$ cat config.mk
export PLATFORM = sky130hd
export DESIGN_NAME = gate_tester
export DESIGN_NICKNAME = d
export VERILOG_FILES = /design/src/rtl/gate_tester.sv
export SDC_FILE = /design/constraint.sdc
export NUM_CORES = 1
export LEC_CHECK = 0
export CORE_MARGIN = 4
export CORE_UTILIZATION = 50
export CTS_CLUSTER_DIAMETER = 200
export DETAILED_ROUTE_END_ITERATION = 10
export PLACE_DENSITY = 0.76
export SETUP_SLACK_MARGIN = 0.05
export SLEW_MARGIN = 5
export SYNTH_ARGS = -nofsm -noshare
export SYNTH_HDL_FRONTEND = slang
export SYNTH_SLANG_ARGS = --single-unit
$ cat constraint.sdc
create_clock -name clk -period 2.2 [get_ports clk]
set_input_delay 0.22 -clock clk [delete_from_list [all_inputs] [get_ports clk]]
set_output_delay 0.22 -clock clk [all_outputs]
set_load 0.03 [all_outputs]
$ cat src/rtl/gate_tester.sv
// gate_tester: steps a two-input gate through all four {a,b} vectors, waits
// SETTLE cycles per vector, samples y once and compares it with TT. It reports
// pass/fail, a mismatch count and a per-vector failure mask.
//
// Request handshake: start is a single-cycle request. It is accepted on a
// rising clk edge only while the FSM is in IDLE. busy rises on that same edge.
// Requests seen while busy or in the DONE cycle are dropped, not queued.
// done is a one-cycle pulse that marks the point where pass, err_cnt and
// fail_mask are final. Those results hold until the next accepted start or
// until rst is asserted.
//
// SETTLE must lie in 1..15 because the settle counter is 4 bits wide.
module gate_tester #(
  parameter logic [3:0] TT     = 4'b0111,
  parameter int         SETTLE = 2
) (
  input  logic       clk,
  input  logic       rst,
  input  logic       start,
  input  logic       y,
  output logic       a,
  output logic       b,
  output logic       busy,
  output logic       done,
  output logic       pass,
  output logic [2:0] err_cnt,
  output logic [3:0] fail_mask,
  output logic [1:0] state_dbg
);

  typedef enum logic [1:0] {
    IDLE   = 2'd0,
    DRIVE  = 2'd1,
    SAMPLE = 2'd2,
    DONE   = 2'd3
  } state_t;

  // DRIVE ends when the counter reaches this value.
  localparam logic [3:0] SETTLE_LAST = 4'(SETTLE - 1);

  state_t     state, state_next;
  logic [1:0] idx, idx_next;
  logic [3:0] settle_cnt, settle_next;
  logic [2:0] err_next;
  logic [3:0] mask_next;
  logic       pass_next;
  logic       mismatch;
  logic       a_next, b_next, busy_next, done_next;

  // The gate output only matters during SAMPLE. It is compared with the
  // expected truth-table bit for the current vector.
  assign mismatch = (y != TT[idx]);

  // Next-state logic and result bookkeeping.
  always_comb begin
    state_next  = state;
    idx_next    = idx;
    settle_next = settle_cnt;
    err_next    = err_cnt;
    mask_next   = fail_mask;
    pass_next   = pass;
    unique case (state)
      IDLE: begin
        if (start) begin
          state_next  = DRIVE;
          idx_next    = 2'd0;
          settle_next = 4'd0;
          err_next    = 3'd0;
          mask_next   = 4'd0;
          pass_next   = 1'b0;
        end
      end
      DRIVE: begin
        if (settle_cnt == SETTLE_LAST) begin
          state_next  = SAMPLE;
          settle_next = 4'd0;
        end else begin
          settle_next = settle_cnt + 4'd1;
        end
      end
      SAMPLE: begin
        if (mismatch) begin
          err_next       = err_cnt + 3'd1;
          mask_next[idx] = 1'b1;
        end
        if (idx == 2'd3) begin
          state_next = DONE;
          // The final vector's result is folded in here so that pass is
          // correct on the edge that enters DONE.
          pass_next  = (err_cnt == 3'd0) && !mismatch;
        end else begin
          state_next = DRIVE;
          idx_next   = idx + 2'd1;
        end
      end
      DONE: begin
        state_next = IDLE;
      end
      default: begin
        state_next = IDLE;
      end
    endcase
  end

  // Output values are derived from the next state so that every output can
  // come straight from a flop and still line up with the state it belongs to.
  always_comb begin
    busy_next = (state_next == DRIVE) || (state_next == SAMPLE);
    done_next = (state_next == DONE);
    a_next    = busy_next ? idx_next[1] : 1'b0;
    b_next    = busy_next ? idx_next[0] : 1'b0;
  end

  // State register, vector index and settle counter.
  always_ff @(posedge clk or posedge rst) begin
    if (rst) begin
      state      <= IDLE;
      idx        <= 2'd0;
      settle_cnt <= 4'd0;
    end else begin
      state      <= state_next;
      idx        <= idx_next;
      settle_cnt <= settle_next;
    end
  end

  // Registered outputs. None of them has a combinational path from y or start.
  always_ff @(posedge clk or posedge rst) begin
    if (rst) begin
      a         <= 1'b0;
      b         <= 1'b0;
      busy      <= 1'b0;
      done      <= 1'b0;
      pass      <= 1'b0;
      err_cnt   <= 3'd0;
      fail_mask <= 4'd0;
    end else begin
      a         <= a_next;
      b         <= b_next;
      busy      <= busy_next;
      done      <= done_next;
      pass      <= pass_next;
      err_cnt   <= err_next;
      fail_mask <= mask_next;
    end
  end

  assign state_dbg = state;

endmodule
# After elaboration in Yosys (flattened, before gate mapping)
# Index checks and enable logic that the tools add are counted.
dict set report op_classes {
  addsub 3
  magnitude_cmp 2
  n_eq_ne 12
  n_mux 24
  bitwise 1
  n_reduce_logical 11
}
# operator count
set ops {}
lappend ops {{$pmux W4 S2} 2}
lappend ops {{$mux W4} 3}
lappend ops {{$eq A2 B2 Y1 const B} 5}
lappend ops {{$mux W2} 5}
lappend ops {{$pmux W2 S4} 1}
lappend ops {{$mux W1} 6}
lappend ops {{$mux W3} 2}
lappend ops {{$ne A2 B2 Y1 const B} 3}
lappend ops {{$pmux W3 S2} 1}
lappend ops {{$reduce_and A3 Y1} 2}
lappend ops {{$add A4 B1 Y4 const B} 1}
lappend ops {{$eq A2 B1 Y1 const B} 2}
lappend ops {{$eq A4 B1 Y1 const B} 1}
lappend ops {{$or A4 B4 Y4} 1}
lappend ops {{$pmux W2 S2} 1}
lappend ops {{$reduce_bool A2 Y1} 2}
lappend ops {{$add A3 B1 Y3 const B} 1}
lappend ops {{$logic_not A3 Y1} 1}
lappend ops {{$lt A2 B3 Y1 const B} 1}
lappend ops {{$add A2 B1 Y2 const B} 1}
lappend ops {{$bmux W1 S2} 1}
lappend ops {{$demux W1 S2} 1}
lappend ops {{$ge A2 B1 Y1 const B} 1}
lappend ops {{$logic_and A1 B1 Y1} 2}
lappend ops {{6 further kinds} 6}
dict set report word_totals {
  reg_bits 20
  input_bits 4
  out_inout_bits 14
  word_cells 63
}

# Longest topological paths before layout
# Gate-level depths: netlist (run 1).
dict set report logic_depth {
  ltp_word 7
  ltp_mapped 7
  ltp_nobuf 7
}

# Worst setup path after synthesis (run 1)
# No wires, ideal clock.
dict set report synth_timing {
  path_type {register to register}
  startpoint {reg settle_cnt[1]}
  endpoint {reg a}
  setup_ps 125
  t_arrival_ps 1609
  required_time_ps 2075
  setup_slack_ps 466
  stages_incl_launch_ff 7
  n_path_buf 0
  synth_period_minus_slack_ps 1734
  cell_sequence {dfrtp_1 > inv_1 > ha_1 > or3b_2 > o22ai_1 > ha_1 > nor3b_1}
}
dict set report synth_via {
  elab_chain_len 6
  word_cells_on_any_way 7
  classes_between {3 x eq/ne; 3 x mux; 1 x reduce/logical}
}
# item line
set synth_rtl {}
lappend synth_rtl {{start: declaration} 43} ;# logic [3:0] settle_cnt, settle_next;
lappend synth_rtl {{start signal: assignment} 123} ;# settle_cnt <= settle_next;
lappend synth_rtl {{$eq A4 B1 Y1 *} 74} ;# if (settle_cnt == SETTLE_LAST) begin
lappend synth_rtl {{$mux W2 *} 74}
lappend synth_rtl {{$pmux W2 S4 *} 62} ;# unique case (state)
lappend synth_rtl {{via state_next[1]} 41} ;# state_t state, state_next;
lappend synth_rtl {{$eq A2 B1 Y1 / $eq A2 B2 Y1 (equally long branches)} 108} ;# busy_next = (state_next == DRIVE) || (state_next == SAMPLE);
lappend synth_rtl {{$logic_or A1 B1 Y1 *} 108}
lappend synth_rtl {{via busy_next} 48} ;# logic a_next, b_next, busy_next, done_next;
lappend synth_rtl {{$mux W1 *} 110} ;# a_next = busy_next ? idx_next[1] : 1'b0;
lappend synth_rtl {{via a_next} 48}
lappend synth_rtl {{end signal: assignment} 138} ;# a <= a_next;
lappend synth_rtl {{end: declaration} 21} ;# output logic a,
# Mark *: on every way through the listed nets, which the timed path passes. The rest lies on a longest branch.
# A chain may end at the register's enable or synchronous reset.

# Worst setup path in the final report (run 1)
dict set report layout_timing {
  startpoint {reg state[0], in the netlist state_dbg[0]}
  endpoint {out state_dbg[0]}
}
# item line
set layout_lines {}
lappend layout_lines {{start: declaration} 41}
lappend layout_lines {{start signal: assignment} 121} ;# state <= state_next;
lappend layout_lines {{end: declaration} 28} ;# output logic [1:0] state_dbg
# No word-level cell between the ends.

==> flow_summary_export.csv, run 1 <==
group,metric,value,unit
status,run_status,"finished, final reports clean",
routing,first_pass_iters,4,
critical_path,path_class,"reg -> out",
routing,wl_per_cell,13.46,µm
critical_path,crit_family,"buffers and inverters",
sta,setup_viol,0,
power_and_ir_drop,switching_share,40.15,%
floorplan,dieWidth,53.05,µm
clock_network,cts_hold_buf,0,
critical_path,path_cells,"clkdlybuf4s50_1",
power_and_ir_drop,p_clk_share,18.9,%
routing,viasPerCell,5.229,
floorplan,start_util,52.26,%
synth,ys_top_cells_by_count,"dfrtp_1 (20), inv_1 (10), nand2_1 (9)",
power_and_ir_drop,vdd_drop_max,0.0009673,V
grt,grt_pass1_vias,752,
finish,area_growth,22.56,%
grt,grt_usage,16.98,%
finish,postLayoutCoreUtil,64.05,%
sta,drv_slew,0,
grt,grt_max_degree,21,
synth,ys_ff_latch,20,
synth,ys_seq_area_share,49.32,%
placed_design,dp.cells,136,
finish,drive_gt1_share,12.39,%
sta,worst_pin_slew,0.7554,ns
synth,syn_nets,104,
synth,async_flop_share,100.0,%
placed_design,hpwl,1.371,mm
flow_run,maxCapViolCount,0,
critical_path,crit_fanout,16,
synth,synth_edf_count,0,
critical_path,cp_slowest_cell,"clkdlybuf4s50_1",
synth,syn_area_per_cell,10.68,µm²
floorplan,coreArea,1942,µm²
finish,n_fill_cell,159,
critical_path,startpoint_type,"register",
placed_design,pre_cts_slack,0.2992,ns
finish,nNetsFinal,123,
clock_network,clk_pin_slew,0.11,ns
sta,setup_slack,0.2275,ns
power_and_ir_drop,leakage,0.5373,nW
power_and_ir_drop,powerDensity,1281,nW/µm²
sta,fin_setup_tns,0,ns
sta,slew_headroom,49.58,%
grt,grt_antenna_before_repair,0,
clock_network,numCtsBuffers,3,
finish,antenna_cells,0,
clock_network,cts_tree,"done",
power_and_ir_drop,power.internal,953.4,µW
synth,synth.most_common_cell,"dfrtp_1",
clock_network,cts-root-buf,"clkbuf_4",
grt,grt-ovfl-total,0,
power_and_ir_drop,power_frac_comb,42.3,%
routing,antenna_left,0,
power_and_ir_drop,total_power,1.593,mW
critical_path,cp_num_buf_inv,1,
placed_design,gp_congestion,0.7702,
routing,first_iter_violations,17,
synth,synth_top_cell_area_share,49.32,%
sta,hold_violations,0,
routing,drc,0,
routing,dr_total_vias,732,
sta,timing.hold.ws,0.3300,ns
placed_design,place_area,1191,µm²
placed_design,port_buffers,17,
critical_path,worstSetupEndpointType,"primary output",
hold_path,hold_class,"in -> async",
synth,synth_top_flop_cell,"dfrtp_1",
clock_network,clock_latency,0.31,ns
synth,synthDistinctLibCells,30,
synth,synthCells,95,
power_and_ir_drop,switchingPower,639.6,µW
clock_network,cts.sinks,20,
floorplan,io-pin-count,18,
critical_path,required,1.98,ns
synth,synth_top_area_cell,"dfrtp_1",
synth,syn_area,1015,µm²
grt,grt_pass1_wl,3.401,mm
floorplan,die_area,2814,µm²
sta,clock_skew,0.004286,ns
sta,fin_crit_sh,89.66,%
sta,rsz0062_at_grt,"false",
synth,synth_area_leaders,"dfrtp_1 (49%), ha_1 (6.2%), mux2i_1 (5.9%)",
finish,final_cells,140,
routing,drt_wl_total,1.885,mm
critical_path,crit_arrival,1.75,ns
clock_network,clockBufferDepth,2,
floorplan,placementRows,16,
sta,fmax,507.0,MHz
clock_network,cts_resized,0,
finish,final_cell_area,1244,µm²
synth,ys.warnings.count,0,
critical_path,cp_slowest_stage_delay,0.77,ns
power_and_ir_drop,p_seq_share,38.8,%
clock_network,cts-htree-levels,1,
clock_network,post_cts_buffers,0,
sta,min_period,1.973,ns
floorplan,die_h,53.05,µm
==> layer usage <==
layer / track usage [%] / vias to the layer above / routed length, µm
met4: 8.085 / 0 / 42
met3: 3.944 / 5 / 99
met5: 0 / - / 0
li1: - / 360 / -
met2: 25.21 / 23 / 884
met1: 23.16 / 344 / 858
==> power by group through the flow <==
stage	Clock, mW	Sequential [mW]	Combinational, mW
2_1_floorplan	0	0.699	0.388
3_3_place_gp	0	0.620	0.659
3_5_place_dp	0	0.622	0.679
4_1_cts	0.310	0.615	0.683
5_1_grt	0.325	0.639	0.743
6_report	0.301	0.618	0.674
==> logic make-up after synthesis <==
kind of cell / after synthesis / synth area share [%]
simple gates: 31 / 18.37
compound gates: 20 / 13.81
flops: 20 / 49.32
buf+inv: 13 / 6.412
mux: 6 / 5.919
fa+ha+maj: 5 / 6.165
==> layout make-up <==
class	count	area, µm²	area share, %
inverters	10	37.54	3.018
clock buffers	3	22.52	1.811
multi-input cells	62	449.2	36.12
repair buffers	17	170.2	13.68
well taps	27	33.78	2.716
flip-flops and latches	20	500.5	40.24
clock inverters	1	30.03	2.414
==> sequential cells by signal, indices dropped and copies added (netlist names) <==
| register | cells |
|---|---|
| b | 1 |
| settle_cnt | 4 |
| idx | 2 |
| pass | 1 |
| fail_mask | 4 |
| state_dbg | 2 |
| a | 1 |
| done | 1 |
| err_cnt | 3 |
| busy | 1 |
==> final timing paths <==
kind	from	end	slack [ns]	depth (start not counted)
worst max-delay path	state_dbg[0]	state_dbg[0]	0.23	1
worst min-delay path	rst	settle_cnt[2]	0.33	2
worst max register to register	settle_cnt[1]	a	0.28	7
worst min register to register	err_cnt[2]	err_cnt[2]	0.52	1
max in group asynchronous	rst	idx[0]	1.40	2
min in group clk	err_cnt[2]	err_cnt[2]	0.52	1
==> cells in the final DEF, fill, tap and decap left out <==
cell,count
nor3_1,1
bufinv_16,1
and2b_2,1
nor4_4,1
a41oi_1,1
nand3b_1,1
o22ai_1,1
o21ba_2,1
a22o_2,1
nand2b_1,2
clkdlybuf4s50_1,17
and3b_2,1
inv_1,10
clkbuf_4,3
o21ai_0,5
mux2i_1,6
o32ai_2,1
o21bai_1,2
nor2_1,7
dfrtp_1,20
or3b_4,1
or3b_2,1
and4bb_2,1
a21boi_2,1
ha_1,5
a21oi_1,5
and2_1,1
nor3b_1,1
nand3_1,3
a31oi_1,2
nand2_1,9
No activity file was read; power rests on OpenSTA's default activity.
==> run 2: changes to the inputs <==
Settings changed: ABC_AREA set to 1, PLACE_DENSITY 0.76 to 0.77.
==> run 2 against run 1 <==
Against the previous run: power shrank 10%; sequential power decreased by 6.1%; largest power group unchanged; clock power is 45% lower.
==> flow_summary_export.csv, run 2 <==
group,metric,value,unit
status,run_status,"finished, final reports clean",
critical_path,regToRegSetupSlack,0.59,ns
synth,ys_top_cells_by_count,"nand2_1 (37), dfrtp_1 (20), inv_1 (18)",
placed_design,place_area,1190,µm²
sta,fin_setup_tns,0,ns
synth,synthDistinctLibCells,18,
clock_network,post_cts_buffers,0,
grt,grt_usage,17.00,%
synth,synth_top_area_cell,"dfrtp_1",
sta,fmax,587.1,MHz
routing,first_iter_violations,8,
finish,n_fill_cell,160,
critical_path,worstSetupEndpointType,"primary output",
grt,grt_antenna_before_repair,0,
synth,synth_mux_area_share,0,%
clock_network,cts-root-buf,"clkbuf_4",
power_and_ir_drop,switching_share,45.31,%
finish,final_cells,163,
critical_path,path_cells,"clkdlybuf4s50_1",
placed_design,hpwl,1.541,mm
power_and_ir_drop,p_clk_share,11.6,%
synth,synth_area_leaders,"dfrtp_1 (51%), nand2_1 (14%), inv_1 (6.8%)",
synth,synth-xor-area-share,0.8861,%
critical_path,r2r_end,"a",
sta,clock_skew,0.01377,ns
grt,grt_max_degree,21,
routing,drt_wl_total,1.966,mm
power_and_ir_drop,leakage,0.6321,nW
routing,dr_total_vias,829,
critical_path,crit_family,"buffers and inverters",
routing,wl_per_cell,12.06,µm
synth,synth_top_flop_cell,"dfrtp_1",
synth,yosys.area_share.adder,6.329,%
routing,drc,0,
finish,final_common_cell,"nand2_1",
critical_path,cp_slowest_stage_delay,0.72,ns
routing,antenna_left,0,
floorplan,coreArea,1802,µm²
synth,ys_seq_area_share,50.63,%
synth,async_flop_share,100.0,%
routing,viasPerCell,5.086,
grt,grt_pass1_vias,834,
finish,antenna_cells,0,
synth,syn_area,988.4,µm²
finish,layout.area.seq,500.5,µm²
power_and_ir_drop,power_frac_comb,47.9,%
power_and_ir_drop,power.internal,783.3,µW
clock_network,clk_pin_slew,0.11,ns
clock_network,numCtsBuffers,3,
critical_path,crit_arrival,1.48,ns
finish,final_cell_area,1212,µm²
clock_network,cts-htree-levels,1,
critical_path,worstRegToRegCells,7,
clock_network,clockBufferDepth,2,
power_and_ir_drop,powerDensity,1181,nW/µm²
synth,yosys.area_share.simple,28.23,%
finish,area_growth,22.66,%
synth,ys_ff_latch,20,
grt,grt_pass1_wl,3.463,mm
critical_path,cp_num_buf_inv,1,
floorplan,start_util,54.86,%
power_and_ir_drop,p_seq_share,40.5,%
floorplan,die_area,2752,µm²
critical_path,cp_slowest_cell,"clkdlybuf4s50_1",
synth,synth_top_family_by_area,"simple AND/OR/NAND/NOR gates",
finish,reg.largest.list,"fail_mask x4, settle_cnt x4, err_cnt x3",
floorplan,dieWidth,52.46,µm
hold_path,hold_class,"in -> async",
placed_design,port_buffers,17,
power_and_ir_drop,switchingPower,648.9,µW
clock_network,cts.sinks,20,
critical_path,endpoint,"state_dbg[0]",
finish,mostFrequentLayoutCells,"nand2_1 (37), dfrtp_1 (20), inv_1 (18), clkdlybuf4s50_1 (17), nand3_1 (13)",
synth,syn_nets,127,
synth,synth.most_common_cell,"nand2_1",
clock_network,cts_hold_buf,0,
placed_design,dp.cells,160,
grt,grt-ovfl-total,0,
sta,worst_pin_slew,0.7317,ns
sta,slew_headroom,51.17,%
synth,syn_area_per_cell,8.377,µm²
synth,synth_edf_count,0,
sta,setup_viol,0,
synth,ys.warnings.count,0,
flow_run,maxCapViolCount,0,
sta,drv_slew,0,
critical_path,path_class,"reg -> out",
clock_network,cts_tree,"done",
sta,hold_violations,0,
sta,min_period,1.703,ns
finish,multi_input_area,412.9,µm²
critical_path,rr_startpoint,"settle_cnt[1]",
synth,synth_compound_area_share,6.329,%
floorplan,io-pin-count,18,
sta,rsz0062_at_grt,"false",
critical_path,crit_fanout,4,
placed_design,gp_congestion,0.7620,
synth,synth_top_cell_area_share,50.63,%
sta,fin_crit_sh,77.42,%
floorplan,die_h,52.46,µm
critical_path,crit_cells,1,
critical_path,cp-startpoint,"state_dbg[0]",
floorplan,placementRows,15,
synth,synthCells,118,
clock_network,clock_latency,0.30,ns
power_and_ir_drop,vdd_drop_max,0.0008213,V
routing,first_pass_iters,4,
finish,drive_gt1_share,8.696,%
finish,nNetsFinal,149,
critical_path,startpoint_type,"register",
critical_path,required,1.98,ns
clock_network,cts_resized,0,
run 2: cell types whose count changed after synthesis, moves of 3 or more:
cell,before,now
nand2_2,0,3
nand2_1,9,37
mux2i_1,6,0
nor2_1,7,3
inv_1,10,18
nand3_1,3,13
run 2: area by class of cell:
class,count,area share [%]
clock buffers,3,1.858
inverters,20,6.192
multi-input cells,78,34.06
flip-flops and latches,20,41.28
well taps,25,2.580
repair buffers,17,14.04
run 2: kinds of logic (layout without fill, tap and decap cells):
kind of cell | count (synthesis) | count (layout)
AO/OA/AOI/OAI | 11 | 11
XOR/XNOR | 1 | 1
adder cells (fa/ha/maj) | 5 | 5
buffers and inverters | 20 | 40
flip-flops | 20 | 20
AND/OR/NAND/NOR | 61 | 61
run 2: power by group through the flow:
stage,Sequential (mW),Clock [mW],Combinational (mW)
global placement,0.577,0,0.664
CTS,0.580,0.169,0.692
detailed placement,0.583,0,0.689
finish,0.580,0.166,0.686
floorplan,0.697,0,0.332
global route,0.596,0.189,0.765
run 2: per-layer routing:
metal	vias to the layer above	wire [µm]	track usage (%)	part of all wire [%]
met5	-	0	0	0
li1	411	-	-	-
met3	6	141	7.407	7.2
met1	385	874	20.61	44
met2	27	908	27.07	46
met4	0	41	5.106	2.1
run 2: worst reg2reg max path, cell delays in order (launching register included):
cell     delay (ns)
dfrtp_1        0.42
inv_1          0.09
ha_1           0.14
nand3_1        0.14
o21ai_0        0.27
ha_1           0.29
inv_1          0.10
a21oi_1        0.05
run 2: worst min path at each step:
stage	start	endpoint	slack [ns]	depth (start not counted)
after floorplan	rst	a	0.18	1
after global placement	fail_mask[2]	fail_mask[2]	0.47	2
after detailed placement	fail_mask[2]	fail_mask[2]	0.48	2
after CTS	rst	state_dbg[1]	0.37	2
after global routing	rst	state_dbg[1]	0.39	2
final	rst	state_dbg[1]	0.33	2
run 2: stage by stage:
step / setup WS (ns) / util, % / hold WS [ns] / power, mW
final: 0.4967 / 67.29 / 0.3307 / 1.432
after global routing: 0.4317 / 67.29 / 0.3888 / 1.549
after CTS: 0.4917 / 67.29 / 0.3712 / 1.441
after detailed placement: 0.5933 / 66.04 / 0.4751 / 1.271
after global placement: 0.6450 / 66.04 / 0.4710 / 1.241
after floorplan: 0.6700 / - / 0.1838 / 1.029
